===== src/rtl/rle_stream_compressor.sv =====
// Streaming run-length compressor: pixels in, (count, pixel-bytes) tokens out over a byte handshake.
// Runs close at row ends; a per-row raw mode bypasses RLE and emits pixel bytes only.
module rle_stream_compressor #(
  parameter int ROW_PIXELS = 640,
  parameter int PIXEL_W    = 16,
  parameter int MAX_RUN    = 255,
  parameter bit EOR_MARK   = 1'b1
) (
  input  logic               CLK,
  input  logic               RST,
  input  logic [PIXEL_W-1:0] i_pixel,
  input  logic               i_valid,
  output logic               o_in_ready,
  input  logic               i_mode,
  output logic [7:0]         o_byte,
  output logic               o_valid,
  input  logic               i_out_ready,
  output logic               o_row_done
);

  localparam int PB    = PIXEL_W / 8;
  localparam int COL_W = (ROW_PIXELS > 1) ? $clog2(ROW_PIXELS) : 1;

  typedef enum logic [1:0] {S_IDLE, S_CNT, S_PIX, S_EOR} state_t;

  state_t             state;
  logic [COL_W-1:0]   col;
  logic               row_mode;
  logic               run_open;
  logic [PIXEL_W-1:0] run_val;
  logic [7:0]         run_cnt;
  logic [PIXEL_W-1:0] shreg;
  logic [1:0]         idx;
  logic               flush_pending;
  logic [PIXEL_W-1:0] flush_val;
  logic               eor_pending;
  logic               row_end;

  logic accept, xfer, last_col, mode, extend, close_old, final_byte;

  assign accept     = i_valid & o_in_ready;
  assign xfer       = o_valid & i_out_ready;
  assign last_col   = (col == COL_W'(ROW_PIXELS - 1));
  // Mode is latched with the column-0 pixel and held for the rest of the row.
  assign mode       = (col == '0) ? i_mode : row_mode;
  assign extend     = run_open && (i_pixel == run_val) && (run_cnt < 8'(MAX_RUN));
  assign close_old  = run_open && !extend;
  assign final_byte = (state == S_EOR) ||
                      ((state == S_PIX) && (idx == 2'(PB - 1)) && !flush_pending && !eor_pending);
  assign o_row_done = xfer & row_end & final_byte;

  always_ff @(posedge CLK or negedge RST) begin
    if (!RST) begin
      state         <= S_IDLE;
      col           <= '0;
      row_mode      <= 1'b0;
      run_open      <= 1'b0;
      run_val       <= '0;
      run_cnt       <= 8'd0;
      shreg         <= '0;
      idx           <= 2'd0;
      flush_pending <= 1'b0;
      flush_val     <= '0;
      eor_pending   <= 1'b0;
      row_end       <= 1'b0;
      o_byte        <= 8'd0;
      o_valid       <= 1'b0;
      o_in_ready    <= 1'b1;
    end else if (accept) begin
      col <= last_col ? '0 : col + COL_W'(1);
      if (col == '0) row_mode <= i_mode;
      if (mode) begin
        o_byte        <= i_pixel[PIXEL_W-1 -: 8];
        shreg         <= i_pixel << 8;
        idx           <= 2'd0;
        state         <= S_PIX;
        o_valid       <= 1'b1;
        o_in_ready    <= 1'b0;
        row_end       <= last_col;
        eor_pending   <= 1'b0;
        flush_pending <= 1'b0;
        run_open      <= 1'b0;
      end else if (last_col) begin
        // Row flush: close everything; a mismatching last pixel becomes a queued 1-pixel run.
        o_valid     <= 1'b1;
        o_in_ready  <= 1'b0;
        state       <= S_CNT;
        row_end     <= 1'b1;
        eor_pending <= EOR_MARK;
        run_open    <= 1'b0;
        if (close_old) begin
          o_byte        <= run_cnt;
          shreg         <= run_val;
          flush_pending <= 1'b1;
          flush_val     <= i_pixel;
        end else if (extend) begin
          o_byte        <= run_cnt + 8'd1;
          shreg         <= run_val;
          flush_pending <= 1'b0;
        end else begin
          o_byte        <= 8'd1;
          shreg         <= i_pixel;
          flush_pending <= 1'b0;
        end
      end else begin
        run_open <= 1'b1;
        if (extend) begin
          run_cnt <= run_cnt + 8'd1;
        end else begin
          run_val <= i_pixel;
          run_cnt <= 8'd1;
        end
        if (close_old) begin
          o_byte        <= run_cnt;
          shreg         <= run_val;
          o_valid       <= 1'b1;
          o_in_ready    <= 1'b0;
          state         <= S_CNT;
          row_end       <= 1'b0;
          eor_pending   <= 1'b0;
          flush_pending <= 1'b0;
        end
      end
    end else if (xfer) begin
      case (state)
        S_CNT: begin
          o_byte <= shreg[PIXEL_W-1 -: 8];
          shreg  <= shreg << 8;
          idx    <= 2'd0;
          state  <= S_PIX;
        end
        S_PIX: begin
          if (idx != 2'(PB - 1)) begin
            o_byte <= shreg[PIXEL_W-1 -: 8];
            shreg  <= shreg << 8;
            idx    <= idx + 2'd1;
          end else if (flush_pending) begin
            o_byte        <= 8'd1;
            shreg         <= flush_val;
            flush_pending <= 1'b0;
            state         <= S_CNT;
          end else if (eor_pending) begin
            o_byte      <= 8'd0;
            eor_pending <= 1'b0;
            state       <= S_EOR;
          end else begin
            state      <= S_IDLE;
            o_valid    <= 1'b0;
            o_in_ready <= 1'b1;
          end
        end
        S_EOR: begin
          state      <= S_IDLE;
          o_valid    <= 1'b0;
          o_in_ready <= 1'b1;
        end
        default: begin
          state      <= S_IDLE;
          o_valid    <= 1'b0;
          o_in_ready <= 1'b1;
        end
      endcase
    end
  end

endmodule


===== config.mk =====
export PLATFORM = sky130hd
export DESIGN_NAME = rle_stream_compressor
export DESIGN_NICKNAME = d
export VERILOG_FILES = /design/src/rtl/rle_stream_compressor.sv
export SDC_FILE = /design/constraint.sdc
export NUM_CORES = 1
export LEC_CHECK = 0
export ABC_AREA = 0
export ABC_CLOCK_PERIOD_IN_PS = 2400
export BUFFER_PORTS_ARGS = -buffer_cell sky130_fd_sc_hd__buf_2
export CORE_UTILIZATION = 32
export CTS_CLUSTER_SIZE = 20
export DETAILED_ROUTE_END_ITERATION = 16
export SETUP_SLACK_MARGIN = 0.5
export SLEW_MARGIN = 20
export SYNTH_ARGS = -nofsm -noshare
export SYNTH_HDL_FRONTEND = slang
export SYNTH_SLANG_ARGS = --single-unit

===== constraint.sdc =====
create_clock -name CLK -period 2.4 [get_ports CLK]
set_input_delay 0.48 -clock CLK [delete_from_list [all_inputs] [get_ports CLK]]
set_output_delay 0.48 -clock CLK [all_outputs]
set_load 0.01 [all_outputs]

* Word level (Yosys, flattened, before mapping) *
Index checks and enable logic that the tools add are counted.

word-level totals
  register bits after elaboration = 85
  bits in latches = 0
  bits in writable memories = 0
  bits in read-only memories = 0
  input port bits = 21
  word-level logic and storage cells = 140
  memories = 0

cells by class
  add/sub/neg operators = 3
  multiply operators = 0
  div/mod/pow operators = 0
  $lt $le $gt $ge = 1
  equal/unequal tests = 18
  shift-type cells = 0
  multiplexer cells = 72
  bitwise logic cells = 6
  reduce and logical (&&, ||, !) cells = 25

operators by type and width
  cell                   count
  $mux 16                9
  $mux 8                 10
  $mux 1                 34
  $pmux 16 s2            1
  $mux 2                 12
  $reduce_and 4->1       5
  $eq 16x16->1           1
  $pmux 8 s2             1
  $add 10x1->10 const B  1
  $eq 10x10->1 const B   1
  $logic_not 10->1       1
  $mux 10                1
  $ne 3x3->1 const B     3
  $add 8x1->8 const B    1
  $lt 8x8->1 const B     1
  $pmux 2 s2             2
  $logic_and 1x1->1      6
  $ne 2x1->1 const B     3
  $reduce_and 3->1       2
  $reduce_and 6->1       1
  $reduce_bool 3->1      2
  $ne 5x4->1 const B     1
  $reduce_and 5->1       1
  $and 1x1->1            4
  other kinds (13)       21

* Depth between registers and ports, before layout *
Gate-level depths: netlist (run 1).

  word-level depth = 9
  gate-level depth with buffers = 10
  mapped depth without buffers = 9

* Least setup slack after synthesis (run 1) *
No wires, ideal clock.

  kind = register to register
  start point = register col[0]
  end point = register flush_val[10]
  library setup time = 0.125 ns
  data arrival time = 2.207 ns
  required time = 2.275 ns
  slack = 0.068 ns
  stages on the path, launching flop included = 10
  buffers on the path = 1
  cells stage by stage = dfrtp_1 > inv_1 > ha_1 > nor4b_4 > nand3_2 > a21boi_4 > nand2_2 > nor3_4 > buf_8 > mux2_4

between the ends
  cells in the longest elaborated chain, start to end = 4
  elaborated cells between the ends (all ways) = 5

RTL lines
  element                                line  source
  start, declared                        27    logic [COL_W-1:0] col;
  start signal, assigned                 70    col <= last_col ? '0 : col + COL_W'(1);
  $logic_not 10->1                       45    assign mode = (col == '0) ? i_mode : row_mode;
  $mux 1                                 --
  $not 1->1 (no source line)             --
  $reduce_and 4->1 (no source line) (*)  --
  end signal, assigned                   95    flush_val <= i_pixel;
  end, declared                          35    logic [PIXEL_W-1:0] flush_val;

Mark *: on every way between the ends. The rest lies on a longest branch, timed or not.
A chain may end at the register's enable or synchronous reset.

* Worst setup path after layout (run 1) *
  start point = register col[1]
  end point = register shreg[10]

between the ends
  cells in the longest elaborated chain, start to end = 4
  elaborated cells between the ends (all ways) = 8

RTL lines
  element                                                              line    source
  $logic_not 10->1 / $eq 10x10->1 (equally long branches)              45, 43
  $mux 1 / $mux 16 (equally long branches)                             --
  $ne 4x1->1 (no source line) / $mux 16 (equally long branches)        --
  $reduce_and 4->1 (no source line) / $mux 16 (equally long branches)  --
  end signal, assigned                                                 74      shreg <= i_pixel << 8;
  end signal, assigned                                                 93      shreg <= run_val;
  end signal, assigned                                                 98      shreg <= run_val;
  end, declared                                                        32      logic [PIXEL_W-1:0] shreg;

Parallel ways exist; a longest one is shown, timed or not.

==> results of run 1 <==
## final timing paths
check	depth (start not counted)	endpoint	slack, ns
hold reg to reg	2	o_in_ready	0.48
max in group asynchronous	2	o_in_ready	1.59
hold / removal	1	run_val[13]	0.11
setup / recovery	10	shreg[10]	0.05
min in group CLK	4	run_val[2]	0.47
setup reg to reg	10	shreg[10]	0.05
## worst reg2reg max path: stages, from the launching register on
cell and delay, ns:
dfrtp_1 0.40, inv_2 0.10, ha_4 0.13, nor4b_4 0.24
nand4_1 0.20, a21bo_4 0.25, nor3_4 0.05, a22oi_2 0.36
buf_4 0.18, nand4_1 0.08, o221a_2 0.26
## layout make-up
type                    count  area (sq um)  area share, %
multi-input cells         402          3040           43.4
flip-flops and latches     85          2130           30.4
repair buffers            151          1240           17.7
well taps                 188           235           3.36
clock buffers               9           225           3.21
inverters                  21          78.8           1.12
clock inverters             7          58.8          0.839
## logic make-up after synthesis
logic type	count (synthesis)	share of synthesized area (%)
AO/OA/AOI/OAI	147	19.3
XOR/XNOR	21	3.86
adder cells (fa/ha/maj)	7	1.77
buffers and inverters	50	4.87
flip-flops	85	42.9
multiplexers	25	6.13
AND/OR/NAND/NOR	202	21.1
## placed cells by master (no fill, tap or decap), types with 3 or more instances in the layout
master	count
xnor2_2	9
a21oi_2	8
o21ai_1	14
nand2_2	3
inv_2	3
buf_12	6
xnor2_1	8
buf_2	30
nor2_2	3
nor3_4	4
nand2b_1	4
nand3_4	4
a31oi_1	26
nand2_1	97
and3_1	8
o31ai_2	3
o31ai_1	4
nor2_4	3
nand3_1	9
mux2i_1	8
a31oi_2	5
a21o_1	3
o221ai_1	6
nor3_1	9
ha_4	5
nand2_4	3
a21oi_1	26
dfrtp_1	82
nand4_1	15
xor2_1	4
buf_4	96
o221ai_2	3
inv_1	18
and2_1	3
buf_6	15
nor2_1	21
clkbuf_16	10
o21ai_0	22
mux2_4	16
## flip-flops by register name (all words and copies together) (netlist names)
register       count
o_byte             8
run_val           16
row_end            1
o_in_ready         1
col               10
eor_pending        1
flush_val         16
shreg             16
run_open           1
run_cnt            8
idx                2
row_mode           1
state              2
o_valid            1
flush_pending      1
## per-stage QoR
stage	power [mW]	hold WS, ns	setup slack [ns]
4_1_cts	4.92	0.132	0.105
2_1_floorplan	2.76	0.184	0.142
6_report	5.17	0.110	0.0495
5_1_grt	5.43	0.155	-0.0868
3_5_place_dp	3.32	0.481	-0.170
3_3_place_gp	3.28	0.469	-0.154
## power by group through the flow
stage / logic (mW) / registers [mW] / clock network (mW)
floorplan: 0.887 / 1.88 / 0
global placement: 1.41 / 1.87 / 0
detailed placement: 1.44 / 1.88 / 0
CTS: 1.66 / 1.86 / 1.40
global route: 2.07 / 1.91 / 1.45
finish: 1.91 / 1.89 / 1.37
## layer usage
layer  up-vias  wire length, um  GRT usage (%)
met5         -                0              0
met4         0              312           6.73
met1      2370             7070           26.5
met3        29              733           3.92
met2       129             8070           35.7
li1       2196                -              -
## what timing repair did
| action | in CTS | in global routing |
|---|---|---|
| endpoints found under the setup margin | 75 | 76 |
| gates cloned | 1 | 1 |
| gates resized for setup | 55 | 58 |
| pin swaps | 21 | 22 |
| setup buffers | 29 | 13 |
==> metrics.log, run 1 <==
INFO  metric cp_max_fo = 5
INFO  metric power.net_switching = 1.89 mW
INFO  metric drt_drc_violations_left = 0
INFO  metric layout-drive-gt1-share = 40.4%
INFO  metric antenna-diode-count = 0
INFO  metric synth.avg_cell_area = about 9.2 sq um
INFO  metric rr_startpoint = col[1]
INFO  metric clk-insertion-delay-late = roughly 0.36 ns
INFO  metric final-instance-count-excl-fill = between 800 and 900
INFO  metric tritoncts = yes
INFO  metric critPathBufInv = 2
INFO  metric postPlaceCellArea = between 5000 and 6000 sq um
INFO  metric grt_max_degree = 39
INFO  metric endpoint_required_time_on_the_critical_path = 2.65 ns
INFO  metric slew_headroom = 62.8%
INFO  metric holdBufCountCts = 0
INFO  metric place_inst = ~800
INFO  metric power_per_cell_area = between 700 and 800 nW/um^2
INFO  metric die-area = between 15000 and 20000 sq um
INFO  metric fp.coreArea = about 15000 sq um
INFO  metric post_synth_instance_area = between 4000 and 5000 sq um
INFO  metric seq_area_frac_synth = a little over two fifths
INFO  metric synth_async_sr_flop_share = 100%
INFO  metric n_fill_cell = between 1000 and 1500
INFO  metric cts_buffers = 9
INFO  metric synth_edf_count = 0
INFO  metric power.sequential.fraction = a little over a third
INFO  metric start_util = 32.7%
INFO  metric post-synth-top-count-cell = nand2_1
INFO  metric maxCapViolCount = 0
INFO  metric cells_traversed_along_the_worst_timing_path = inv_2, ha_4, nor4b_4, nand4_1, a21bo_4, nor3_4, a22oi_2, buf_4, nand4_1, o221a_2
INFO  metric viasPerCell = ~5.5
INFO  metric final_core_utilization = roughly 46%
INFO  metric synth.distinct_cells = 67
INFO  metric grt_pass1_vias = 4792
INFO  metric synth_area_leaders = dfrtp_1 (42%), nand2_1 (7.6%), a31oi_1 (3.9%)
INFO  metric rows = 45
INFO  metric tns = 0 ns
INFO  metric timing_max_transition_violations_final = 0
INFO  metric power.share.switching = between 30% and 40%
INFO  metric worstSetupPathType = reg2reg
INFO  metric number_of_hold_slack_violations_in_the_final_timing_report = 0
INFO  metric clock_transition_at_the_register_clock_pins_on_the_worst_setup_and_hold_paths_after_cts = about 0.07 ns
INFO  metric boundaryPins = 32
INFO  metric critPathLaunch = col[1]
INFO  metric status = completed
INFO  metric worst-endpoint-arrival = ~2.6 ns
INFO  metric dr.pass1.iters = 4
INFO  metric worst-slew-pin-transition = 0.557 ns
INFO  metric vias = about 4700
INFO  metric fp.dieW = between 100 and 150 um
INFO  metric static_leakage_power = 3.12 nW
INFO  metric place_hpwl = between 10000 and 15000 um
INFO  metric detail_route.iter0.violations = 314
INFO  metric timing.hold.worst.class = in2async
INFO  metric grt_use_total = a little over a fifth
INFO  metric yosysWarnings = 0
INFO  metric combinational_cell_fraction_of_total_power = between 30% and 40%
INFO  metric finalSetupViolCount = 0
INFO  metric post-synth-top-area-cell = dfrtp_1
INFO  metric fin_worst_skew = approximately 0.0090 ns
INFO  metric critPathSlowestCell = dfrtp_1
INFO  metric vdd_ir_drop_max = 0.422 mV
INFO  metric timing.critical_path.mode_cell = nand4_1
INFO  metric clock_tree.root_cell = clkbuf_16
INFO  metric globalRouteOverflowTotal = 0
INFO  metric max_stage_delay = ~0.40 ns
INFO  metric power.clock.fraction = about a quarter
INFO  metric min_period = 2.35 ns
INFO  metric synth.ff_latch_count = 85
INFO  metric postSynth.topFlopCell = dfrtp_1
INFO  metric first_pass_grt_wire_length = around 26000 um
INFO  metric htreeDepth = 3
INFO  metric cts.sinks = 85
INFO  metric chipHeight = between 100 and 150 um
INFO  metric worstSetupStartpointType = flop
INFO  metric finalInstanceArea = about 7000 sq um
INFO  metric detail_route.wirelength = 16200 um
INFO  metric internal = about 3.3 mW
INFO  metric synth_top_cells_by_count = nand2_1 (101), dfrtp_1 (84), o21ai_0 (37), a21oi_1 (33), a31oi_1 (31)
INFO  metric min_period_over_period = between 90% and 100%
INFO  metric maxClockFrequency = roughly 430 MHz
INFO  metric number_of_antenna_violating_nets_in_the_routed_design = 0
INFO  metric critPathCaptureType = flop
INFO  metric port_buffers = 31
INFO  metric routabilityCongestion = a little over 0.9
INFO  metric nNetsFinal = between 600 and 700
INFO  metric wl_per_cell = 18.8 um
INFO  metric cts.path.max_buffers = 2
INFO  metric grt_antenna_before_repair = 0
INFO  metric unrepaired_setup_endpoints_after_global_routing = yes
INFO  metric post_synthesis_cells = ~540
INFO  metric synthesized_net_count = between 500 and 600
INFO  metric synthToLayoutAreaGrowth = 41.4%
INFO  metric synth_top_area_share = a little over two fifths
INFO  metric cpLargestDelayFamily = compound AO/OA/AOI/OAI gates
(Power assumes the default switching activity.)
==> inputs of run 2 (changes only) <==
--- a/config.mk
+++ b/config.mk
@@ -8,11 +8,14 @@
 export ABC_AREA = 0
 export ABC_CLOCK_PERIOD_IN_PS = 2400
 export BUFFER_PORTS_ARGS = -buffer_cell sky130_fd_sc_hd__buf_2
-export CORE_UTILIZATION = 32
+export CORE_MARGIN = 2
+export CORE_UTILIZATION = 55
 export CTS_CLUSTER_SIZE = 20
 export DETAILED_ROUTE_END_ITERATION = 16
+export PLACE_DENSITY = 0.76
 export SETUP_SLACK_MARGIN = 0.5
 export SLEW_MARGIN = 20
 export SYNTH_ARGS = -nofsm -noshare
 export SYNTH_HDL_FRONTEND = slang
 export SYNTH_SLANG_ARGS = --single-unit
+export TNS_END_PERCENT = 100
==> run 2 against run 1 <==
  * The run now ends with negative setup slack left
  * Routed wire length grew 23%
  * Critical path depth shrank 1
  * Clock power decreased by 17%
  * Worst setup slack got worse by 0.31 ns
  * Power increased by 2.6%
  * Fmax shrank 12%
  * Clock skew increased by 0.0045 ns
  * Highest routed layer unchanged
==> metrics.log, run 2 (same netlist as run 1, synthesis figures left out) <==
INFO  metric critPathSlowestCell = or4_4
INFO  metric maxClockFrequency = 376 MHz (-12%)
INFO  metric number_of_hold_slack_violations_in_the_final_timing_report = 0 (unchanged)
INFO  metric worstSetupStartpointType = flop
INFO  metric grt_antenna_before_repair = 0 (unchanged)
INFO  metric static_leakage_power = 3.23 nW (+3.3%)
INFO  metric power_per_cell_area = 746 nW/um^2 (+1.1%)
INFO  metric clock_tree.root_cell = clkbuf_8
INFO  metric globalRouteOverflowTotal = 0 (unchanged)
INFO  metric first_pass_grt_wire_length = 26300 um (+2.1%)
INFO  metric viasPerCell = 7.00 (+28%)
INFO  metric drt_drc_violations_left = 0 (unchanged)
INFO  metric gr_met3_demand_resource = 7.38% (+3.5 points)
INFO  metric timing_max_transition_violations_final = 0 (unchanged)
INFO  metric vias = 5524 (+17%)
INFO  metric fin_worst_skew = 0.0135 ns (+0.00447 ns)
INFO  metric biggestRegsByFlops = flush_val (16), run_val (16), shreg (16)
INFO  metric die-area = 9790 sq um (-39%)
INFO  metric tritoncts = yes
INFO  metric layout-drive-gt1-share = 46.1% (+5.7 points)
INFO  metric routabilityCongestion = 0.910 (-1.6%)
INFO  metric timing.hold.worst.class = in2async
INFO  metric chipHeight = 98.9 um (-22%)
INFO  metric synthToLayoutAreaGrowth = 43.5%
INFO  metric cts.path.max_buffers = 2 (unchanged)
INFO  metric final_cell_mix = buf_4 (95), dfrtp_1 (83), nand2_1 (73)
INFO  metric clock_transition_at_the_register_clock_pins_on_the_worst_setup_and_hold_paths_after_cts = 0.10 ns (+0.03 ns)
INFO  metric unrepaired_setup_endpoints_after_global_routing = yes
INFO  metric busiest_layer = met2
INFO  metric clk-insertion-delay-late = 0.39 ns (+0.03 ns)
INFO  metric min_period = 2.66 ns (+0.310 ns)
INFO  metric layout_commonest_cell = buf_4
INFO  metric worst-endpoint-arrival = 2.92 ns (+0.32 ns)
INFO  metric grt_pass1_vias = 5039 (+5.2%)
INFO  metric cts_buffers = 9 (unchanged)
INFO  metric critPathCaptureType = flop
INFO  metric min_period_over_period = 111% (+13 points)
INFO  metric endpoint_required_time_on_the_critical_path = 2.66 ns (about the same)
INFO  metric fp.coreArea = 8720 sq um (-42%)
INFO  metric grt_max_degree = 47 (+21%)
INFO  metric boundaryPins = 32 (unchanged)
INFO  metric place_hpwl = 10000 um (-9.2%)
INFO  metric number_of_antenna_violating_nets_in_the_routed_design = 0 (unchanged)
INFO  metric vdd_ir_drop_max = 0.392 mV (-7.0%)
INFO  metric wl_per_cell = 25.2 um (+34%)
INFO  metric grt_use_total = 34.3% (+14 points)
INFO  metric antenna-diode-count = 0 (unchanged)
INFO  metric status = complete, but fails checks
INFO  metric slew_headroom = 61.6% (-1.2 points)
INFO  metric rows = 34 (-24%)
INFO  metric fin_hold_ws = 0.0662 ns (-0.0435 ns)
INFO  metric cells_traversed_along_the_worst_timing_path = xnor2_1, nand4_1, or4_4, o21ai_4, buf_6, nor3_4, buf_6, a221oi_2, a21oi_1
INFO  metric maxCapViolCount = 0 (unchanged)
INFO  metric detail_route.iter0.violations = 798 (+150%)
INFO  metric worst-slew-pin-transition = 0.573 ns (+0.0160 ns)
INFO  metric dr.pass1.iters = 6 (+2)
INFO  metric fp.dieW = 98.9 um (-22%)
INFO  metric port_buffers = 31 (unchanged)
INFO  metric cp_max_fo = 5 (unchanged)
INFO  metric violations_in_the_final_reports = negative setup slack
INFO  metric cts.sinks = 85 (unchanged)
INFO  metric finalWorstSetupSlack = -0.261 ns (-0.310 ns)
INFO  metric finalSetupViolCount = 46 (+46)
INFO  metric global_route.usage.met2 = 53.0% (+17 points)
INFO  metric start_util = 56.8% (+24 points)
INFO  metric nNetsFinal = 704 (+0.86%)
INFO  metric holdBufCountCts = 0 (unchanged)
INFO  metric final_power = 5.30 mW (+2.6%)
INFO  metric detail_route.wirelength = 19900 um (+23%)
INFO  metric met1_usage = 47.1% (+21 points)
INFO  metric worstSetupPathType = reg2reg
INFO  metric max_stage_delay = 0.59 ns (+0.19 ns)
INFO  metric htreeDepth = 3 (unchanged)
INFO  metric timing.critical_path.mode_cell = buf_6
[run 2: area by class of cell]
cell class,count,area [sq um]
Multi-Input combinational cell,402,3210
Tap cell,108,135
Inverter,21,78.8
Fill cell,433,1610
Timing Repair Buffer,157,1360
Clock buffer,10,138
Sequential cell,85,2130
Clock inverter,6,68.8
[run 2: path summary, 6_finish.rpt]
check	slack (ns)	to	start	depth (start not counted)
min in group CLK	0.43	run_val[10]	i_pixel[10]	3
min reg2reg	0.50	o_byte[1]	o_byte[1]	2
min	0.07	run_cnt[1]	RST	1
max	-0.26	o_byte[6]	run_val[6]	9
max in group asynchronous	1.65	o_in_ready	RST	2
max reg2reg	-0.26	o_byte[6]	run_val[6]	9
[run 2: per-layer routing]
layer | wire [um] | part of all wire [%] | up-vias
li1 | - | - | 2211
met1 | 7110 | 36 | 2646
met2 | 9000 | 45 | 505
met3 | 2430 | 12 | 162
met4 | 1330 | 6.7 | 0
met5 | 0 | 0 | -
[run 2: power by group]
part	switching, mW	internal [mW]	total [mW]
Clock	0.617	0.518	1.14
Combinational	1.25	1.05	2.29
Sequential	0.209	1.66	1.87
Total	2.07	3.23	5.30
[run 2: critical path: cells and delay by family, from the launching register on]
family	cells	cell delay, ns
buffers and inverters	2	0.31
and+or+nand+nor	3	0.93
DFF	1	0.42
AOI/OAI and AO/OA	3	0.65
xor gates and xnor gates	1	0.21
[run 2: what timing repair did]
action / CTS / global route
pin swaps: 34 / 39
setup endpoints to repair: 75 / 78
cloned: 5 / 3
resized for setup: 84 / 84
buffers inserted: 24 / 15
[run 2: stage by stage]
step	instances	util (%)	setup TNS [ns]	setup WS (ns)	instance area [sq um]
global placement	726	66.5	-5.72	-0.278	5800
global route	789	81.5	-8.88	-0.335	7110
detailed placement	726	66.5	-5.96	-0.251	5800
floorplan	537	-	0	0.142	5080
CTS	771	76.0	0	0.0343	6630
finish	789	81.5	-5.13	-0.261	7110
